### src/rtl/mac_pkg.sv
// rtl/mac_pkg.sv - shared encodings and default widths for the MAC sequencing controller
package mac_pkg;

    localparam int CW_DEF = 16;
    localparam int AW_DEF = 10;

    typedef logic [1:0] state_t;

    localparam state_t ST_IDLE   = 2'd0;
    localparam state_t ST_LOAD   = 2'd1;
    localparam state_t ST_FETCH  = 2'd2;
    localparam state_t ST_FINISH = 2'd3;

endpackage

### src/rtl/mac_seq_ctrl.sv
// rtl/mac_seq_ctrl.sv - sequences counter load/decrement, operand fetch and MAC enables for N products
module mac_seq_ctrl
    import mac_pkg::*;
#(
    parameter int CW = CW_DEF,
    parameter int AW = AW_DEF
) (
    input  logic          clk,
    input  logic          clr,
    input  logic          start,
    input  logic          abort,
    input  logic [CW-1:0] N,
    output logic          busy,
    output logic          done,
    output logic          err,
    output logic          cnt_ld,
    output logic          cnt_dec,
    input  logic [CW-1:0] cnt_val,
    output logic [CW-1:0] cnt_n,
    output logic          op_req,
    input  logic          op_vld,
    output logic [AW-1:0] op_addr,
    output logic          acc_clr,
    output logic          mac_en
);

    state_t state;
    state_t state_nxt;

    logic cnt_zero;
    logic cnt_last;
    logic fire;

    assign cnt_zero = (cnt_val == '0);
    assign cnt_last = (cnt_val == CW'(1));

    // A product is consumed only when the counter is sane and the run is not being cancelled.
    assign fire = (state == ST_FETCH) && op_vld && !abort && !cnt_zero;

    // State register.
    always_ff @(posedge clk or posedge clr) begin
        if (clr) begin
            state <= ST_IDLE;
        end else begin
            state <= state_nxt;
        end
    end

    // Next-state selection; abort outranks the zero-count error, which outranks a product.
    always_comb begin
        state_nxt = state;
        case (state)
            ST_IDLE: begin
                if (start) begin
                    state_nxt = (N != '0) ? ST_LOAD : ST_FINISH;
                end
            end
            ST_LOAD: begin
                state_nxt = abort ? ST_IDLE : ST_FETCH;
            end
            ST_FETCH: begin
                if (abort) begin
                    state_nxt = ST_IDLE;
                end else if (cnt_zero) begin
                    state_nxt = ST_FINISH;
                end else if (op_vld && cnt_last) begin
                    state_nxt = ST_FINISH;
                end
            end
            ST_FINISH: begin
                state_nxt = ST_IDLE;
            end
            default: begin
                state_nxt = ST_IDLE;
            end
        endcase
    end

    // Control outputs: phase strobes follow the state, product strobes follow op_vld in FETCH.
    always_comb begin
        busy    = (state != ST_IDLE);
        done    = (state == ST_FINISH);
        cnt_ld  = (state == ST_LOAD);
        acc_clr = (state == ST_LOAD);
        op_req  = (state == ST_FETCH);
        mac_en  = fire;
        cnt_dec = fire;
    end

    // Run registers: latched N, operand index and the sticky error flag.
    always_ff @(posedge clk or posedge clr) begin
        if (clr) begin
            cnt_n   <= '0;
            op_addr <= '0;
            err     <= 1'b0;
        end else begin
            if (state == ST_IDLE && start) begin
                err <= 1'b0;
                if (N != '0) begin
                    cnt_n   <= N;
                    op_addr <= '0;
                end
            end
            if (fire) begin
                op_addr <= op_addr + AW'(1);
            end
            if (state == ST_FETCH && !abort && cnt_zero) begin
                err <= 1'b1;
            end
        end
    end

endmodule

### config.mk
export PLATFORM = sky130hd
export DESIGN_NAME = mac_seq_ctrl
export DESIGN_NICKNAME = d
export VERILOG_FILES = /design/src/rtl/mac_pkg.sv /design/src/rtl/mac_seq_ctrl.sv
export SDC_FILE = /design/constraint.sdc
export NUM_CORES = 1
export LEC_CHECK = 0
export ABC_AREA = 1
export CORE_UTILIZATION = 25
export CTS_CLUSTER_DIAMETER = 80
export DETAILED_ROUTE_END_ITERATION = 10
export DONT_BUFFER_PORTS = 1
export SLEW_MARGIN = 0
export SYNTH_ARGS = -nofsm -noshare
export SYNTH_HDL_FRONTEND = slang
export SYNTH_SLANG_ARGS = --single-unit
### constraint.sdc
create_clock -name clk -period 3.9 [get_ports clk]
set_clock_uncertainty 0.05 [all_clocks]
set_input_delay 0.39 -clock clk [delete_from_list [all_inputs] [get_ports clk]]
set_output_delay 0.39 -clock clk [all_outputs]
set_load 0.05 [all_outputs]
==> flow_metrics.tcl <==
set metrics [dict create \
    clockBufferDepth 2 \
    min_path_type "primary input to asynchronous set/reset pin" \
    grt_usage_pct 12.4 \
    startpoint "state[0]" \
    path_clk_slew_ps 70 \
    synthesis.area_sq_mm 0.00158 \
    io_pins 71 \
    synth_top_cell_area_share_pct 45.9 \
    ctsHoldBuffers 0 \
    place_worst_setup_slack_ps 1550 \
    worstSkewPairLatency_ps 280 \
    status "finished clean" \
    hold_viol 0 \
    wl_met3_um 264 \
    period_needed_ps 2680 \
    vias_per_cell 4.63 \
    grt-ovfl-total 0 \
    period_share_pct 68.6 \
    synth_area_leaders "dfrtp_1, nand2_1, nand3_1, nor2_1, inv_1" \
    synth_nets 252 \
    wl_met1_um 1600 \
    worstSetupEndpointType "output port" \
    grt_max_degree 30 \
    powerDensity_mw_per_mm2 837 \
    num_antenna_cells 0 \
    critPathMaxFanout 12 \
    worstMarginPinSlew_ps 1080 \
    cts_resized 0 \
    ant_nets 0 \
    fin_cells 291 \
    vias 1347 \
    antenna_found_initial 0 \
    cts_buffers 5 \
    r2r_cells 7 \
    rsz0062_at_grt "false" \
    postLayoutCoreUtil_pct 29.1 \
    die_h_um 81.5 \
    cp-endpoint "mac_en" \
    cts_tree "built" \
    area_growth_pct 11.0 \
    slew_violations 0 \
    post-route-drc-count 0 \
    layout_commonest_cell "nand2_1" \
    synth_area_per_cell_sq_um 7.39 \
    tns_ps 0 \
    die_w_um 81.5 \
    yosysUniqueCellTypes 25 \
    synth_seq_area_share_pct 45.9 \
    maxSlewHeadroom_pct 27.9 \
    r2r_slack_ps 1550 \
    final_cell_mix "nand2_1, nand3_1, nor2_1, dfrtp_1, inv_1" \
    fin_nets 253 \
    fmax_ghz 0.374 \
    port_buffers 0 \
    drive_gt1_share_pct 9.26 \
    place_inst 283 \
    gp_congestion 0.762 \
    start_util_pct 26.2 \
    synth-seq-cells 29 \
    p_leak_nw 0.898 \
    synthCells 214 \
    maxUsedRoutingLayer "met4" \
    routed_wl_um 3680 \
    grt_pass1_vias 1272 \
    critPathKind "flop to output port" \
    drtPass1Iterations 4 \
    hold_slack_ps 12.0 \
    core_area_sq_mm 0.00603 \
    maxCapViolations 0 \
    dr_wl_met2_um 1680 \
    clock_sinks 29 \
    cts.htree.levels 2 \
    die_area_sq_mm 0.00665 \
    crit_required_ps 3460 \
    worstSetupStartpointType "flop" \
    cp.arrival_ps 2240 \
    routedWlPerCell_um 12.6 \
    cts-root-buf "clkbuf_8" \
    final-seq-area_sq_um 726 \
    grt_pass1_wl_um 6180 \
    fillers 654 \
    post_cts_buffers 0 \
    setup_viol 0 \
    vdd_ir_drop_max_v 0.000375 \
    synth.largest_area_cell "dfrtp_1" \
    r2r_start "state[0]" \
    row_count 28 \
    ys_warn_count 0 \
    r2r-end "op_addr[2]" \
    multiInputGateArea_sq_um 737 \
    setup_slack_ps 1220 \
    drt_iter0_drc 69 \
    hpwl_um 2640 \
]
-- registers in the layout, summed over array words and instances (netlist names) --
register and flops:
cnt_n 16, state 2, op_addr 10, err 1
-- routing by layer --
layer	vias up	global-route usage, %
met2	51	19.8
met1	608	14.2
met4	0	7.68
met3	9	4.22
li1	679	-
met5	-	0
-- cells in the mapped netlist --
library cell / count
nand3_1: 38
nand2_4: 1
nor2_8: 1
inv_1: 18
nor3_1: 1
xor2_1: 1
nor2_2: 1
a21oi_2: 1
nor2_1: 31
nand3_2: 1
o21ai_0: 4
o31ai_1: 1
a21oi_1: 1
dfrtp_1: 29
nand4_1: 1
nor3_2: 1
buf_2: 1
or2_2: 2
ha_1: 1
nand2_2: 1
inv_2: 1
buf_6: 2
nand3b_1: 1
buf_4: 4
nand2_1: 70
-- worst min path at each step --
| stage | to | slack (ps) | cells past startpoint |
|---|---|---|---|
| 2_1_floorplan | cnt_n[0] | 420 | 1 |
| 3_3_place_gp | cnt_n[13] | 340 | 2 |
| 3_5_place_dp | cnt_n[13] | 340 | 2 |
| 4_1_cts | cnt_n[15] | 30 | 2 |
| 5_1_grt | cnt_n[10] | 50 | 2 |
| 6_report | cnt_n[13] | 10 | 2 |
-- stage by stage --
step | power (mW) | cell area (sq um)
after CTS | 1.49 | 1760
after floorplan | 1.10 | 1580
after global routing | 1.55 | 1760
after global placement | 1.14 | 1640
after detailed placement | 1.15 | 1640
final | 1.47 | 1760
-- power breakdown --
| group | internal (mW) | switching, mW |
|---|---|---|
| sequential | 0.392 | 0.387 |
| clock | 0.208 | 0.125 |
| combinational | 0.0850 | 0.272 |
| total | 0.685 | 0.784 |
-- critical path: stages, from the launching register on --
cell and delay [ps]:
dfrtp_1 410, inv_1 100, nand2_1 90, inv_1 360, nand3b_1 190, a21oi_4 770
-- layout make-up --
type	count	area share (%)
clock buffer	6	4.70
clock inverter	2	2.14
inverter	19	4.06
multi-input combinational	159	42.0
sequential	29	41.3
tap	75	5.35
timing repair buffer	1	0.428
-- cell families after synthesis --
logic type      Yosys count  share of synthesized area (%)
fa+ha+maj                 1                          0.791
xor+xnor                  1                          0.554
simple gates            150                           42.0
compound gates            7                           2.61
flops                    29                           45.9
buf+inv                  26                           8.15
No activity file was read; power rests on OpenSTA's default activity.
